===== src/rtl/mem_pkg.sv =====
// Shared SRAM-side definitions used by the memory port arbiter and the serial SRAM controller.
package mem_pkg;

    localparam int ADDRESS_LEN = 17;
    localparam int WORD_SIZE   = 16;

    typedef enum logic [1:0] {
        IDLE,
        ISSUE,
        RELEASE
    } state_t;

    typedef enum logic {
        GRANT_A = 1'b0,
        GRANT_B = 1'b1
    } grant_t;

endpackage


===== src/rtl/mem_arb_pick.sv =====
// Combinational winner selection between fetch (A) and data (B) requesters.
// MEM_ARB_ROUND_ROBIN_EN: alternate on ties using last_grant; otherwise B always beats A.
module mem_arb_pick
    import mem_pkg::*;
(
    input  logic a_req,
    input  logic b_req,
    input  logic last_grant,
    output logic valid,
    output logic grant
);

    assign valid = a_req | b_req;

`ifdef MEM_ARB_ROUND_ROBIN_EN
    always_comb begin
        grant = GRANT_A;
        if (a_req && b_req) begin
            grant = (last_grant == GRANT_A) ? GRANT_B : GRANT_A;
        end else if (b_req) begin
            grant = GRANT_B;
        end
    end
`else
    logic unused_last_grant;
    assign unused_last_grant = last_grant;
    assign grant = b_req ? GRANT_B : GRANT_A;
`endif

endmodule


===== src/rtl/mem_port_arbiter.sv =====
// Two-port arbiter owning the serial SRAM controller request interface.
// Build option MEM_ARB_ROUND_ROBIN_EN selects round-robin tie breaking (see mem_arb_pick).
module mem_port_arbiter
    import mem_pkg::*;
#(
    parameter int ADDR_W = ADDRESS_LEN,
    parameter int WORD_W = WORD_SIZE
) (
    input  logic              clk,
    input  logic              rst,
    input  logic              ena,
    input  logic              a_req,
    input  logic [ADDR_W-1:0] a_addr,
    output logic              a_ack,
    output logic [WORD_W-1:0] a_rdata,
    input  logic              b_req,
    input  logic              b_we,
    input  logic [ADDR_W-1:0] b_addr,
    input  logic [WORD_W-1:0] b_wdata,
    output logic              b_ack,
    output logic [WORD_W-1:0] b_rdata,
    output logic              mem_request,
    output logic [ADDR_W-1:0] mem_address,
    output logic [WORD_W-1:0] mem_write_value,
    output logic              mem_write_enable,
    input  logic              mem_request_complete,
    input  logic [WORD_W-1:0] mem_read_value
);

    state_t state, state_d;
    grant_t grant_q;
    logic   pick_valid;
    logic   pick_grant;
    logic   last_grant;
    logic   do_grant;
    logic   do_complete;

`ifdef MEM_ARB_ROUND_ROBIN_EN
    grant_t last_grant_q;

    always_ff @(posedge clk or posedge rst) begin
        if (rst) begin
            last_grant_q <= GRANT_A;
        end else if (ena && do_grant) begin
            last_grant_q <= grant_t'(pick_grant);
        end
    end

    assign last_grant = last_grant_q;
`else
    assign last_grant = GRANT_A;
`endif

    mem_arb_pick u_pick (
        .a_req      (a_req),
        .b_req      (b_req),
        .last_grant (last_grant),
        .valid      (pick_valid),
        .grant      (pick_grant)
    );

    always_comb begin
        state_d     = state;
        do_grant    = 1'b0;
        do_complete = 1'b0;
        unique case (state)
            IDLE: begin
                if (pick_valid) begin
                    do_grant = 1'b1;
                    state_d  = ISSUE;
                end
            end
            ISSUE: begin
                if (mem_request_complete) begin
                    do_complete = 1'b1;
                    state_d     = RELEASE;
                end
            end
            RELEASE: begin
                // Hold off until the controller drops complete so its bit counter re-arms.
                if (!mem_request_complete) begin
                    state_d = IDLE;
                end
            end
            default: state_d = IDLE;
        endcase
    end

    always_ff @(posedge clk or posedge rst) begin
        if (rst) begin
            state <= IDLE;
        end else if (ena) begin
            state <= state_d;
        end
    end

    always_ff @(posedge clk or posedge rst) begin
        if (rst) begin
            grant_q          <= GRANT_A;
            mem_request      <= 1'b0;
            mem_address      <= '0;
            mem_write_value  <= '0;
            mem_write_enable <= 1'b0;
            a_ack            <= 1'b0;
            b_ack            <= 1'b0;
            a_rdata          <= '0;
            b_rdata          <= '0;
        end else if (!ena) begin
            a_ack <= 1'b0;
            b_ack <= 1'b0;
        end else begin
            a_ack <= 1'b0;
            b_ack <= 1'b0;
            if (do_grant) begin
                grant_q     <= grant_t'(pick_grant);
                mem_request <= 1'b1;
                if (pick_grant == GRANT_B) begin
                    mem_address      <= b_addr;
                    mem_write_value  <= b_wdata;
                    mem_write_enable <= b_we;
                end else begin
                    mem_address      <= a_addr;
                    mem_write_value  <= '0;
                    mem_write_enable <= 1'b0;
                end
            end
            if (do_complete) begin
                mem_request <= 1'b0;
                if (grant_q == GRANT_B) begin
                    b_ack <= 1'b1;
                    if (!mem_write_enable) begin
                        b_rdata <= mem_read_value;
                    end
                end else begin
                    a_ack   <= 1'b1;
                    a_rdata <= mem_read_value;
                end
            end
        end
    end

endmodule


===== config.mk =====
export PLATFORM = sky130hd
export DESIGN_NAME = mem_port_arbiter
export DESIGN_NICKNAME = d
export VERILOG_FILES = /design/src/rtl/mem_pkg.sv /design/src/rtl/mem_arb_pick.sv /design/src/rtl/mem_port_arbiter.sv
export SDC_FILE = /design/constraint.sdc
export NUM_CORES = 1
export LEC_CHECK = 0
export ABC_AREA = 0
export BUFFER_PORTS_ARGS = -buffer_cell sky130_fd_sc_hd__buf_2
export CAP_MARGIN = 25
export CORE_ASPECT_RATIO = 1.4
export CORE_MARGIN = 1.5
export CORE_UTILIZATION = 49
export DETAILED_ROUTE_END_ITERATION = 8
export PLACE_DENSITY = 0.91
export SYNTH_ARGS = -nofsm -noshare
export SYNTH_HDL_FRONTEND = slang
export SYNTH_SLANG_ARGS = --single-unit

===== constraint.sdc =====
create_clock -name clk -period 4 [get_ports clk]
set_clock_uncertainty 0.15 [all_clocks]
set_input_delay 1 -clock clk [delete_from_list [all_inputs] [get_ports clk]]
set_output_delay 1 -clock clk [all_outputs]
set_load 0.02 [all_outputs]

# Yosys cells after proc, flatten, opt, wreduce, memory -nomap -nowiden
# Index checks and enable logic that the tools add are counted.
[op_classes]
n_eq_ne = 5
mux = 20
bitwise = 3
n_reduce_logical = 7
[ops]
columns = ["op", "count"]
rows = [
  ["17-bit 2-to-1 mux", 1],
  ["16-bit 2-to-1 mux", 1],
  ["1-bit 2-to-1 mux", 14],
  ["4-bit AND reduction", 2],
  ["2-bit 2-to-1 mux", 3],
  ["2-bit != test (second input constant)", 3],
  ["2-bit one-hot mux with 3 select lines", 1],
  ["2-bit AND reduction", 2],
  ["3-bit AND reduction", 1],
  ["2-bit by 1-bit equality test with 1-bit output (second input constant)", 1],
  ["2-bit equality test (second input constant)", 1],
  ["2-bit zero test", 1],
  ["1-bit NOT", 2],
  ["2-bit nonzero test", 1],
  ["1-bit bitwise OR", 1],
]
[word_totals]
regBits = 72
input_bits = 73
output_inout_bits = 69
word_cells = 45

# Depth between registers and ports, before layout
# Gate-level depths: netlist (run 1).
[logic_depth]
depth_word = 5
depth_mapped = 5

# Cells and area by module
# Synthesis (run 1) repeated with hierarchy kept, for this count alone.
[hier_totals]
hier_cells = 245
area_unflattened_um2 = 2931.6
[by_module_without_submodules]
columns = ["module", "instances", "cells_each", "area_per_inst_um2"]
rows = [
  ["mem_port_arbiter", 1, 243, 2917.8],
  ["mem_arb_pick", 1, 2, 13.8],
]

# Worst setup path after synthesis (run 1)
# Ideal clock, no wire load.
[synth_path]
path_kind = "input-to-reg"
start = "input port b_req"
end = "register mem_address[0]"
setup_ns = 0.125
t_arrival_ns = 2.098
t_required_ns = 3.725
path_slack_ns = 1.627
cell_stages = 4
n_path_buf = 2
path_cell_list = "buf_4 > clkbuf_1 > mux2_2 > mux2_2"
[synth_between]
elab_chain_len = 4
[synth_rtl]
columns = ["element", "line_no", "text"]
rows = [
  ["start: declaration", "mem_port_arbiter.sv:16", "input logic b_req,"],
  ["1-bit bitwise OR", "mem_arb_pick.sv:13", "assign valid = a_req | b_req;"],
  ["1-bit 2-to-1 mux", "mem_port_arbiter.sv:68", "if (pick_valid) begin"],
  ["1-bit 2-to-1 mux", "mem_port_arbiter.sv:66", "unique case (state)"],
  ["2-bit AND reduction (no line)", "--", ""],
  ["end signal: assignment", "mem_port_arbiter.sv:118", "mem_address <= b_addr;"],
  ["end signal: assignment", "mem_port_arbiter.sv:122", "mem_address <= a_addr;"],
  ["end: declaration", "mem_port_arbiter.sv:23", "output logic [ADDR_W-1:0] mem_address,"],
]
# Parallel ways exist; a longest one is shown, timed or not.
# A chain may end at the register's enable or synchronous reset.

# Final worst setup path (run 1)
[layout_path]
start = "input port ena"
end = "register a_rdata[2]"
[layout_between]
elab_chain_len = 1
[layout_rtl]
columns = ["element", "line_no", "text"]
rows = [
  ["start: declaration", "mem_port_arbiter.sv:11", "input logic ena,"],
  ["3-bit AND reduction (no line)", "--", ""],
  ["end signal: assignment", "mem_port_arbiter.sv:136", "a_rdata <= mem_read_value;"],
  ["end: declaration", "mem_port_arbiter.sv:15", "output logic [WORD_W-1:0] a_rdata,"],
]
# Every way passes these cells.

==> results.md, run 1 <==
* Maximum clock frequency at approximately 430 MHz
* Floorplan die width at a little under 70 um
* Hold buffers post-CTS at 0
* Max VDD drop at around 390 uV
* Net count of the finished layout at between 400 and 500
* Via count of the first global-routing pass at a little over 2000
* Max-slew headroom at the worst pin at 44.0%
* Cell Area, Synth at just under 0.003 mm2
* Clk sink count at 72
* Util after Layout at 68.0%
* Port bufs at 141
* Number of standard cells in the layout, taps in and fillers out at around 400
* Site row count at 32
* Power per unit of standard cell area at 826 mW/mm2
* Multi-input combinational cell area at between 0.001 and 0.0015 mm2
* Hold slack at between 0.3 and 0.4 ns
* Global placement routability congestion at roughly 0.7
* Net Count, Synth at 256
* Via/cell ratio at ~5
* Die height at around 94 um
* Total wire length at 6030 um
* Most numerous cell types in the synthesized netlist: dfrtp_1, mux2_2, a22o_1
* Number of H-tree levels at 3
* Footprint of the flip-flops and latches at 0.00180 mm2
* Number of gates given a new drive strength after cts at 0
* Startpoint class of the critical path: primary input
* TritonCTS clock tree: yes
* Max FO, Critical Path at 17
* Final-report setup violation count at 0
* TritonCTS buffer count at 9
* Area of the die at about 0.0064 mm2
* Count leader, synth: dfrtp_1
* First-iteration detailed-routing DRC count at 91
* Number of flip-flops and latches in the synthesized netlist at 72
* Share of post-route cells with drive strength above 1 at a little under 70%
* Unrepaired setup endpoints after global routing: false
* Area leader, netlist: dfrtp_1
* Post-synth EDFFs at 0
* Top area cells in the synthesized netlist: dfrtp_1, mux2_2, a22o_1
* Slew Viols, Final at 0
* # diodes at 0
* Leading register cell type out of synthesis: dfrtp_1
* Worst flop-to-flop path startpoint: state[1]$_DFFE_PP0P_
* DR DRC count at 0
* Startpoint of the most critical hold path: mem_address[15]$_DFFE_PP0P_
* Gr ovfl total at 0
* Status: completed
* Setup TNS at 0 ns
* Worst Path Class, Setup: in -> reg
* Routed via count at approximately 2000
* Wire length of the first global-routing pass at 9300 um
* Tightest Pin Transition at between 0.8 and 0.9 ns
* Clk Latency, worst-skew pair at ~0.33 ns
* Post-DRT Antenna Nets at 0
* I/O pin total at between 100 and 150
* Mean post-synth cell area at around 16 um2
* Synthesized instance count at roughly 180
* Largest net degree at the start of global routing at 40
* Total Power Consumption at 3150 uW
* Layout-stage area growth over the synthesis result at 31.6%
* Crit. End Element: flip-flop
* Seq/Total Area, Yosys at approximately 62%
* Kind of path behind the tightest hold check: reg -> reg
* Leakage Power at roughly 0.002 uW
* Total of max-cap violations at 0
* Post-CTS clock slew at the launch and capture registers of the worst setup and hold paths at ~0.06 ns
* Total number of yosys warnings at 0
* Async set-or-reset flop fraction in the synthesized netlist at between 90% and 100%
* Number of detailed-routing iterations run before antenna repair at 4
* Root buffer cell: clkbuf_8
* Number of different library cells in the post-synthesis netlist at 20
* Final period utilization at between 50 and 60%
* Post-CTS Repair Setup Buffers at 0
* Clock period minus final worst setup slack at approximately 2.3 ns
* Required time at the worst-slack endpoint at about 4.1 ns
* HPWL after detailed placement at between 4000 and 5000 um
* Effective utilization at floorplan at approximately half
* CP arrival at roughly 2.4 ns
* GRT Overall Usage at a little over 20%
* Number of placed instances with taps included at around 390
* Routed wire length per instance at between 15 and 20 um
* CTS Buffer Depth at 2
* First element of the critical path: ena
* Final-report hold violation count at 0
* Count of filler cells inserted in the layout at 412
* Core Box Area at ~0.0056 mm2
* Top cell type's share of synthesized area at roughly 62%
* Number of antenna violations at the first check in global routing at 0
[registers in the layout, indices dropped and copies added (netlist names)]
| name | cells |
|---|---|
| mem_address | 17 |
| a_ack | 1 |
| state | 2 |
| mem_write_enable | 1 |
| mem_request | 1 |
| mem_write_value | 16 |
| a_rdata | 16 |
| b_ack | 1 |
| b_rdata | 16 |
| grant_q | 1 |
[logic make-up after synthesis]
logic type      share of synthesized area, %
flops                                   62.2
mux                                     25.7
compound gates                          6.31
buf+inv                                 2.76
simple gates                            3.07
[through the flow]
step | cell area [um2] | setup slack, ns
after CTS | 3810 | 1.69
after detailed placement | 3640 | 1.31
after floorplan | 2900 | 1.03
after global routing | 3810 | 1.62
final | 3810 | 1.69
after global placement | 3640 | 1.37
[metal layers]
metal  global-route usage (%)  share of wire [%]  vias to the layer above
li1                         -                  -                      946
met1                     21.7                 35                      984
met2                     35.1                 58                       75
met3                     4.92                5.2                       11
met4                     11.3                2.1                        0
met5                        0                  0                        -
[cells in the final DEF, fill, tap and decap left out, types with 2 or more instances in the layout]
cell type / instances
clkbuf_8: 10
inv_1: 3
dfrtp_1: 72
a22o_1: 17
buf_4: 2
buf_2: 141
o21ai_0: 2
nand2_1: 3
mux2_2: 66
clkbuf_1: 2
[path summary, 6_finish.rpt]
kind	cells past startpoint	end	slack (ns)
max in group asynchronous	3	state[0]$_DFFE_PP0P_	2.15
min reg2reg	1	mem_address[15]$_DFFE_PP0P_	0.35
min	1	mem_address[15]$_DFFE_PP0P_	0.35
max	4	a_rdata[2]$_DFFE_PP0P_	1.69
max reg2reg	3	a_rdata[2]$_DFFE_PP0P_	2.00
min in group asynchronous	2	b_rdata[3]$_DFFE_PP0P_	0.61
[critical path, stage by stage]
cell and delay (ns):
buf_2 0.13, nand4b_4 0.15, nor2_2 0.67, mux2_2 0.42
[cell type report]
class / count / area share [%]
clock buffers: 12 / 3.81
clock inverters: 1 / 0.788
inverters: 4 / 0.394
multi-input cells: 98 / 26.6
flip-flops and latches: 72 / 47.3
well taps: 68 / 2.23
repair buffers: 143 / 18.9
[power breakdown]
group	switching, uW	internal (uW)
Sequential	188	1090
Combinational	776	577
Clock	226	295
Total	1190	1960
Note: power is estimated with default switching activity, not from simulation.
==> run 2, diff against run 1 <==
ABC_AREA = 1   (was 0)
CORE_UTILIZATION = 47   (was 49)
PLACE_DENSITY = 0.87   (was 0.91)
clock period = 2.2 ns   (was 4 ns; I/O delays follow)
==> run 2 against run 1 <==
The run now ends with design-rule violations left. Cell count up 38%. Final area up 5.7%. Largest cell class unchanged. Via count up 37%.
==> results.md, run 2 <==
* Final period utilization at 74.6%
* Tightest Pin Transition at between 0.3 and 0.4 ns
* Post-DRT Antenna Nets at 0
* Share of post-route cells with drive strength above 1 at around two fifths
* GRT Overall Usage at roughly a fifth
* Effective utilization at floorplan at 49.0%
* Hold buffers post-CTS at 0
* Top cell type's share of synthesized area at between 50 and 60%
* Commonest cells after routing, fill and taps aside: buf_2, nand2_1, dfrtp_1
* Crit. End Element: output port
* Number of flip-flops and latches in the synthesized netlist at 72
* Post-Synth XOR/XNOR Area at 0%
* Count leader, synth: nand2_1
* Total wire length at between 6000 and 7000 um
* M2 GR Usage at 36.7%
* Met1 track demand over resource in global routing at roughly 23%
* Max VDD drop at 651 uV
* Leakage Power at 0.00226 uW
* Leading register cell type out of synthesis: dfrtp_1
* Critical Path Max Stage Delay at roughly 0.41 ns
* Number of placed instances with taps included at around 540
* Number of standard cells in the layout, taps in and fillers out at ~550
* TritonCTS buffer count at 9
* Cell Area, Synth at 0.00308 mm2
* Buffers & Inverters on Critical Path at 1
* Largest net degree at the start of global routing at 73
* Cells along the critical path: buf_2
* Unrepaired setup endpoints after global routing: false
* I/O pin total at 142
* Gr ovfl total at 0
* Net Count, Synth at between 400 and 500
* Net count of the finished layout at 547
* CP arrival at between 0.9 and 1 ns
* Total number of yosys warnings at 0
* First-iteration detailed-routing DRC count at 216
* Maximum clock frequency at 609 MHz
* Failing checks: design-rule violations
* Layout-stage area growth over the synthesis result at 30.7%
* Post-synth EDFFs at 0
* Proportion of synthesized area in mux cells at 0%
* Max-slew headroom at the worst pin at approximately three quarters
* Routed wire length per instance at 12.3 um
* Clk sink count at 72
* Status: finished, violations left
* Most frequent standard cell in the layout excluding fill and tap cells: buf_2
* Max FO, Critical Path at 3
* Floorplan die width at ~71 um
* Register ranked first by flip-flop count: mem_address
* Number of detailed-routing iterations run before antenna repair at 9
* Largest delay contributor family on the critical path: flip-flops
* Global placement routability congestion at about 0.86
* Async set-or-reset flop fraction in the synthesized netlist at 100%
* Port bufs at 141
* DR DRC count at 11
* Site row count at 34
* Worst Path Class, Setup: reg -> out
* Number of different library cells in the post-synthesis netlist at 21
* TritonCTS clock tree: yes
* Dominant combinational cell family by area after synthesis: simple AND/OR/NAND/NOR gates
* Clock period minus final worst setup slack at 1.64 ns
* Setup TNS at 0 ns
* Clk Latency, worst-skew pair at approximately 0.34 ns
* Final-report setup violation count at 0
* Complex-gate fraction of the synthesized area at around 10%
* Seq/Total Area, Yosys at about 60%
* Post-CTS Repair Setup Buffers at 0
* Core Box Area at ~0.0063 mm2
* Root buffer cell: clkbuf_8
* CTS Buffer Depth at 2
* Final-report hold violation count at 0
* # diodes at 0
* Simple-gate share of the synthesized area at 26.3%
* Most numerous cell types in the synthesized netlist: nand2_1, dfrtp_1, nand3_1
* Startpoint class of the critical path: flip-flop
* Mean post-synth cell area at around 9 um2
* Total of max-cap violations at 0
* Wire length of the first global-routing pass at about 12000 um
* Via count of the first global-routing pass at around 2700
* Number of gates given a new drive strength after cts at 0
* Slew Viols, Final at 0
* Number of H-tree levels at 3
* HPWL after detailed placement at between 4000 and 5000 um
* Met3 usage in global routing at slightly below 5%
* Synthesized instance count at around 340
* Via/cell ratio at 5.01
* Die height at just under 100 um
* Peak-usage layer in the global routing report: met2
* Area of the die at approximately 0.0071 mm2
* Kind of path behind the tightest hold check: in -> async
* Power per unit of standard cell area at approximately 1500 mW/mm2
* Max stage delay cell, worst path: dfrtp_1
* Top area cells in the synthesized netlist: dfrtp_1, nand2_1, nand3_1
* Post-CTS clock slew at the launch and capture registers of the worst setup and hold paths at about 0.08 ns
* Routed via count at roughly 2800
* Area leader, netlist: dfrtp_1
* Required time at the worst-slack endpoint at 1.50 ns
* Number of antenna violations at the first check in global routing at 0
* Arithmetic-cell share of the synthesized area counting full adders, half adders and majority gates at 0%
* Flip-flop count of the largest register after layout at 17
run 2: per-layer routing:
metal  vias up  routed length [um]  part of all wire, %
met3        12                 534                  7.9
met4         0                 113                  1.7
li1       1360                   -                    -
met1      1266                2700                   40
met5         -                   0                    0
met2       125                3450                   51
run 2: area by class of cell:
type	instances	area (um2)
clock buffer	10	138
tap	72	90.1
multi-input combinational	235	1120
inverter	9	37.5
clock inverter	6	67.6
sequential	72	1800
timing repair buffer	147	776
fill	521	2270
run 2: power by group:
group | internal (uW) | switching, uW
combinational | 842 | 1700
sequential | 1930 | 338
clock | 558 | 487
run 2: per-stage QoR:
step                hold slack (ns)  utilization (%)  setup slack (ns)  instance area, um2  power, uW
global placement              0.298             60.8             0.431                3820       4760
detailed placement            0.304             60.8             0.376                3820       4860
floorplan                     0.329                -             0.658                3090       3990
CTS                           0.156             64.0             0.529                4030       5920
global route                  0.177             64.0             0.466                4030       6260
finish                        0.145             64.0             0.559                4030       5860
run 2: path summary, 6_finish.rpt:
kind / startpoint / to / slack, ns / depth (start not counted)
max: mem_write_enable$_DFFE_PP0P_ / mem_write_enable / 0.56 / 1
min: rst / b_rdata[11]$_DFFE_PP0P_ / 0.15 / 3
max reg2reg: state[1]$_DFFE_PP0P_ / a_rdata[11]$_DFFE_PP0P_ / 0.59 / 6
min reg2reg: b_rdata[14]$_DFFE_PP0P_ / b_rdata[14]$_DFFE_PP0P_ / 0.32 / 2
max in group asynchronous: rst / mem_address[6]$_DFFE_PP0P_ / 1.45 / 3
min in group clk: b_wdata[15] / mem_write_value[15]$_DFFE_PP0P_ / 0.30 / 3
run 2: worst min-delay path: stages:
cell and delay, ns:
buf_2 0.11, clkinvlp_4 0.07, buf_12 0.31
run 2: cell families after synthesis:
kind of cell    Yosys count
compound gates           55
buf+inv                  28
flops                    72
simple gates            180
